`config.mk`:
```
export PLATFORM = sky130hd
export DESIGN_NAME = if_fetch_unit
export DESIGN_NICKNAME = d
export VERILOG_FILES = /design/src/rtl/if_fetch_unit.sv
export SDC_FILE = /design/constraint.sdc
export NUM_CORES = 1
export LEC_CHECK = 0
export ABC_AREA = 1
export ABC_CLOCK_PERIOD_IN_PS = 1500
export CAP_MARGIN = 25
export CORE_ASPECT_RATIO = 0.6
export CORE_MARGIN = 4
export CORE_UTILIZATION = 26
export DETAILED_ROUTE_END_ITERATION = 16
export MAX_ROUTING_LAYER = met4
export PLACE_DENSITY = 0.6
export SLEW_MARGIN = 30
export SYNTH_ARGS = -nofsm -noshare
export SYNTH_HDL_FRONTEND = slang
export SYNTH_SLANG_ARGS = --single-unit
```
`constraint.sdc`:
```
create_clock -name clk -period 1.5 [get_ports clk]
set_clock_uncertainty 0.1 [all_clocks]
set_input_delay 0.3 -clock clk [delete_from_list [all_inputs] [get_ports clk]]
set_output_delay 0.3 -clock clk [all_outputs]
set_load 0.02 [all_outputs]
```
`src/rtl/if_fetch_unit.sv`:
```
// ---------------------------------------------------------------------------
// if_fetch_unit
// Instruction-fetch stage sitting in front of ID decode.
// It owns the PC, fetches one instruction at a time from the instruction
// SRAM over a req/addr_ok/data_ok handshake, and holds each returned word
// for ID until the pipeline lets the PC advance. Branches from ID take
// effect after the delay-slot instruction (MIPS semantics): the fetch that
// is already in flight is always delivered, and the branch target becomes
// the PC on the next advance.
//
// Ports
//   clk            in   1   clock, all state updates on posedge
//   rst_n          in   1   asynchronous reset, active-low
//   stall          in   6   pipeline stall bus; stall[0]=1 holds the PC stage
//   br_bus         in  33   {br_e, br_addr[31:0]} from ID
//   inst_req       out  1   SRAM request valid
//   inst_addr      out 32   SRAM request address
//   inst_addr_ok   in   1   SRAM accepted the request
//   inst_data_ok   in   1   inst_rdata is valid
//   inst_rdata     in  32   returned instruction word
//   if_to_id_bus   out 33   {ce, pc[31:0]} to ID
//   inst_o         out 32   instruction matching if_to_id_bus pc
//   stallreq       out  1   fetch not ready, asks CTRL to stall
// ---------------------------------------------------------------------------
module if_fetch_unit #(
    parameter logic [31:0] RESET_PC = 32'hBFC0_0000
) (
    input  logic        clk,
    input  logic        rst_n,
    input  logic [5:0]  stall,
    input  logic [32:0] br_bus,
    output logic        inst_req,
    output logic [31:0] inst_addr,
    input  logic        inst_addr_ok,
    input  logic        inst_data_ok,
    input  logic [31:0] inst_rdata,
    output logic [32:0] if_to_id_bus,
    output logic [31:0] inst_o,
    output logic        stallreq
);

    typedef enum logic [1:0] {
        S_IDLE,
        S_REQ,
        S_WAIT,
        S_HOLD
    } state_t;

    localparam logic NO_STOP = 1'b0;

    state_t      state_q, state_d;
    logic [31:0] pc_q, pc_d;
    logic        redir_v_q, redir_v_d;
    logic [31:0] redir_pc_q, redir_pc_d;
    logic [31:0] inst_buf_q, inst_buf_d;
    logic [31:0] pc_buf_q, pc_buf_d;

    logic        br_e;
    logic [31:0] br_addr;
    logic [31:0] next_pc;
    logic        advance;

    // Only stall[0] concerns this stage; the other bits belong to later stages.
    logic        unused_stall;
    assign unused_stall = ^stall[5:1];

    assign br_e    = br_bus[32];
    assign br_addr = br_bus[31:0];

    // A branch seen in the advancing cycle wins over one remembered earlier,
    // which in turn wins over the sequential PC (32-bit wraparound intended).
    assign next_pc = br_e      ? br_addr    :
                     redir_v_q ? redir_pc_q :
                                 pc_q + 32'd4;

    // State, PC, redirect and instruction buffer registers.
    always_ff @(posedge clk or negedge rst_n) begin
        if (!rst_n) begin
            state_q    <= S_IDLE;
            pc_q       <= RESET_PC;
            redir_v_q  <= 1'b0;
            redir_pc_q <= 32'b0;
            inst_buf_q <= 32'b0;
            pc_buf_q   <= 32'b0;
        end else begin
            state_q    <= state_d;
            pc_q       <= pc_d;
            redir_v_q  <= redir_v_d;
            redir_pc_q <= redir_pc_d;
            inst_buf_q <= inst_buf_d;
            pc_buf_q   <= pc_buf_d;
        end
    end

    // Next-state and output logic. Outputs depend on state only, so ID and
    // the SRAM never see a combinational path from their own inputs.
    always_comb begin
        state_d      = state_q;
        pc_d         = pc_q;
        redir_v_d    = redir_v_q;
        redir_pc_d   = redir_pc_q;
        inst_buf_d   = inst_buf_q;
        pc_buf_d     = pc_buf_q;
        advance      = 1'b0;
        inst_req     = 1'b0;
        inst_addr    = pc_q;
        if_to_id_bus = 33'b0;
        inst_o       = 32'b0;
        stallreq     = 1'b0;

        case (state_q)
            S_IDLE: begin
                state_d = S_REQ;
            end
            S_REQ: begin
                inst_req = 1'b1;
                stallreq = 1'b1;
                // A data_ok arriving together with addr_ok belongs to no
                // request of ours yet, so only addr_ok is looked at here.
                if (inst_addr_ok) begin
                    state_d = S_WAIT;
                end
            end
            S_WAIT: begin
                stallreq = 1'b1;
                if (inst_data_ok) begin
                    inst_buf_d = inst_rdata;
                    pc_buf_d   = pc_q;
                    state_d    = S_HOLD;
                end
            end
            S_HOLD: begin
                if_to_id_bus = {1'b1, pc_buf_q};
                inst_o       = inst_buf_q;
                if (stall[0] == NO_STOP) begin
                    advance = 1'b1;
                    pc_d    = next_pc;
                    state_d = S_REQ;
                end
            end
            default: begin
                state_d = S_IDLE;
            end
        endcase

        // A branch target is remembered until the advance that consumes it.
        // When the branch coincides with the advance it is used directly,
        // so nothing is left pending.
        if (br_e) begin
            redir_pc_d = br_addr;
        end
        if (advance) begin
            redir_v_d = 1'b0;
        end else if (br_e) begin
            redir_v_d = 1'b1;
        end
    end

endmodule

```
==> metrics <==
placer's final routability congestion estimate=0.878; register area=~3300 um2; clk buf depth=2; clock latency at the later pin of the worst-skew pair=between 0.4 and 0.5 ns; first-pass GRT wire length=35300 um; RSZ-0062 raised after global routing=true; CTS Sinks=approximately 130; area of the die=29000 um2; crit end category=primary output; clock root buffer=clkbuf_16; P&R area growth vs syn=65.5%; fin. max-slew vios=0; Peak VDD IR=~690 uV; Initial Util=26.7%; Hold Slack=0.221 ns; vias in the first global route=between 6k and 7k; largest fanout on the critical path=6; Routed WL=approximately 25000 um; I/O Buffers=~170; Iter 0 DRT Violations=roughly 440; Syn Area/Cell=between 7 and 8 um2; Core ar.=between 20000 and 30000 um2; Achievable Freq=between 500 and 600 MHz; post-synthesis async set-or-reset flop share=between 90% and 100%; wire per inst=about 17 um; Ys Warns=0; min cycle time layout=approximately 2.0 ns; Worst Path Required=about 1.1 ns; final setup TNS=-49.14 ns; status=finished with violations; WS Path Type=reg2out; CTS tree=built; area of the multi-input gates=roughly 3300 um2; n_diodes=0; Least-Margin Pin Slew=around 0.50 ns; Total GRT Usage=between 15 and 20%; Cell Area, Synth=slightly below 7000 um2; grt ovf=0; EDFF count, synth=0; Gate Count Post-Synth=around 860; Worst EP arrival=1.56 ns; number of synthesized register bits=131; via count=between 6k and 7k; crit start category=flop; number of fill cells in the layout=between 2k and 3k; # H-tree levels=4; number of setup violations in the final report=about 180; Primary FF master, synth=dfrtp_1; fin crit share=131%; Tot Pwr=~0.024 W; Seq/Total Area, Yosys=between 40% and 50%; Remaining DRCs=0; worst hold path type=in2reg; R2R Setup Slk=-0.41 ns; final antenna-violating net count=0; Reg clk slew, reported paths=0.06 ns; drt pass-1 iters=4; largest net degree at the start of global routing=69; max-slew headroom at the worst pin=66.5%; synth unique cells=34; I/O pin count=approximately 170; Die X=217 um; fin worst setup slack=-0.460 ns; post-DP HPWL=16500 um; failing checks=setup timing; max-cap viol count=0; chip height=roughly 130 um; Net Count, Synth=937; final hold viol count=0; fraction of layout cells with a size suffix above 1=a little over two fifths; initial antenna violation count=0; Pwr Density=around 2100 nW/um2; vias per inst=around 4.4; clock buffer count from CTS=17; LEAKAGE=around 5.6 nW; Row Count=45; nets=1213
path summary, 6_finish.rpt:
check | from | end | cells after the start
max reg2reg | state_q[0] | inst_addr[15] | 11
min reg2reg | redir_pc_q[1] | redir_pc_q[1] | 2
max in group asynchronous | rst_n | state_q[1] | 3
max | state_q[0] | if_to_id_bus[10] | 6
min in group asynchronous | rst_n | pc_buf_q[18] | 3
min | br_bus[32] | redir_pc_q[6] | 2
synth_stat cells, drive strengths merged (9+ instances only):
| cell | count | area, um2 |
|---|---|---|
| nand3 | 34 | 175 |
| dfstp | 9 | 236 |
| buf | 14 | 73.8 |
| o21ai | 79 | 395 |
| inv | 137 | 514 |
| nand2 | 232 | 901 |
| a21oi | 68 | 359 |
| nor2 | 69 | 349 |
| a31oi | 9 | 56.3 |
| dfrtp | 122 | 3050 |
| clkbuf | 24 | 91.3 |
| mux2 | 37 | 417 |
final cells by class:
cell class | count | area share (%)
Clock buffer | 23 | 4.41
Clock inverter | 9 | 1.11
Inverter | 138 | 4.70
Multi-Input combinational cell | 549 | 28.8
Sequential cell | 131 | 29.3
Tap cell | 352 | 3.90
Timing Repair Buffer | 297 | 27.7
what timing repair did:
action / CTS / global route
pin swaps: 2 / 7
hold endpoints to repair: 122 / 0
gates cloned: 2 / 17
hold buffers: 1 / 0
setup buffers: 14 / 15
setup endpoints to repair: 195 / 185
gates resized for setup: 491 / 162
flip-flops by register name (all words and copies together), names as in the netlist:
signal	flops
inst_buf_q	32
redir_pc_q	32
pc_buf_q	32
state_q	2
redir_v_q	1
inst_addr	32
through the flow:
step	worst slack [ns]	area, um2	utilization, %	instances
global route	-0.506	11300	44.2	1499
finish	-0.460	11300	44.2	1499
floorplan	-0.0455	6930	-	858
detailed placement	-0.416	9610	37.6	1422
CTS	-0.487	10300	40.4	1471
global placement	-0.407	9610	37.6	1422
critical path: stages (launching register included):
cell and delay (ns):
dfrtp_1 0.41, ha_4 0.21, buf_12 0.14, clkbuf_16 0.16, nand2_2 0.06, inv_1 0.04, buf_6 0.12
power by group:
part	leakage (nW)	switching [W]	internal (W)	total, W
registers	1.53	0.00129	0.00510	0.00639
logic	3.77	0.00675	0.00634	0.0131
clock network	0.305	0.00162	0.00283	0.00444
total	5.61	0.00966	0.0143	0.0239
kinds of logic (layout without fill, tap and decap cells):
group,Yosys count,count (layout),synth area share [%]
compound gates,161,161,12.5
xor+xnor,6,6,0.770
simple gates,340,341,21.3
mux,37,37,6.11
buf+inv,179,467,10.4
flops,131,131,48.2
fa+ha+maj,4,4,0.734
layout by cell type, fill, tap and decap left out, types with 5 or more instances in the layout:
master / count
buf_6: 62
clkbuf_16: 29
nand2_2: 23
nand2_1: 194
inv_2: 63
a21oi_2: 22
clkdlybuf4s50_1: 67
dfrtp_2: 19
o21ai_1: 23
inv_1: 70
dfstp_2: 9
nor2_1: 45
nand3_1: 33
mux2_2: 37
nand2_4: 14
dfrtp_1: 103
nor2_4: 9
buf_4: 114
a31oi_1: 9
buf_2: 14
nor2_2: 11
buf_12: 19
o21ai_0: 55
a21oi_1: 42
clkbuf_8: 5
layer usage:
metal	vias up	GRT usage (%)	part of all wire [%]
li1	3255	-	-
met1	3135	24.1	50
met2	236	21.8	42
met3	26	3.76	6.7
met4	0	3.81	1.3
met5	-	-	0
No activity file was read; power rests on OpenSTA's default activity.
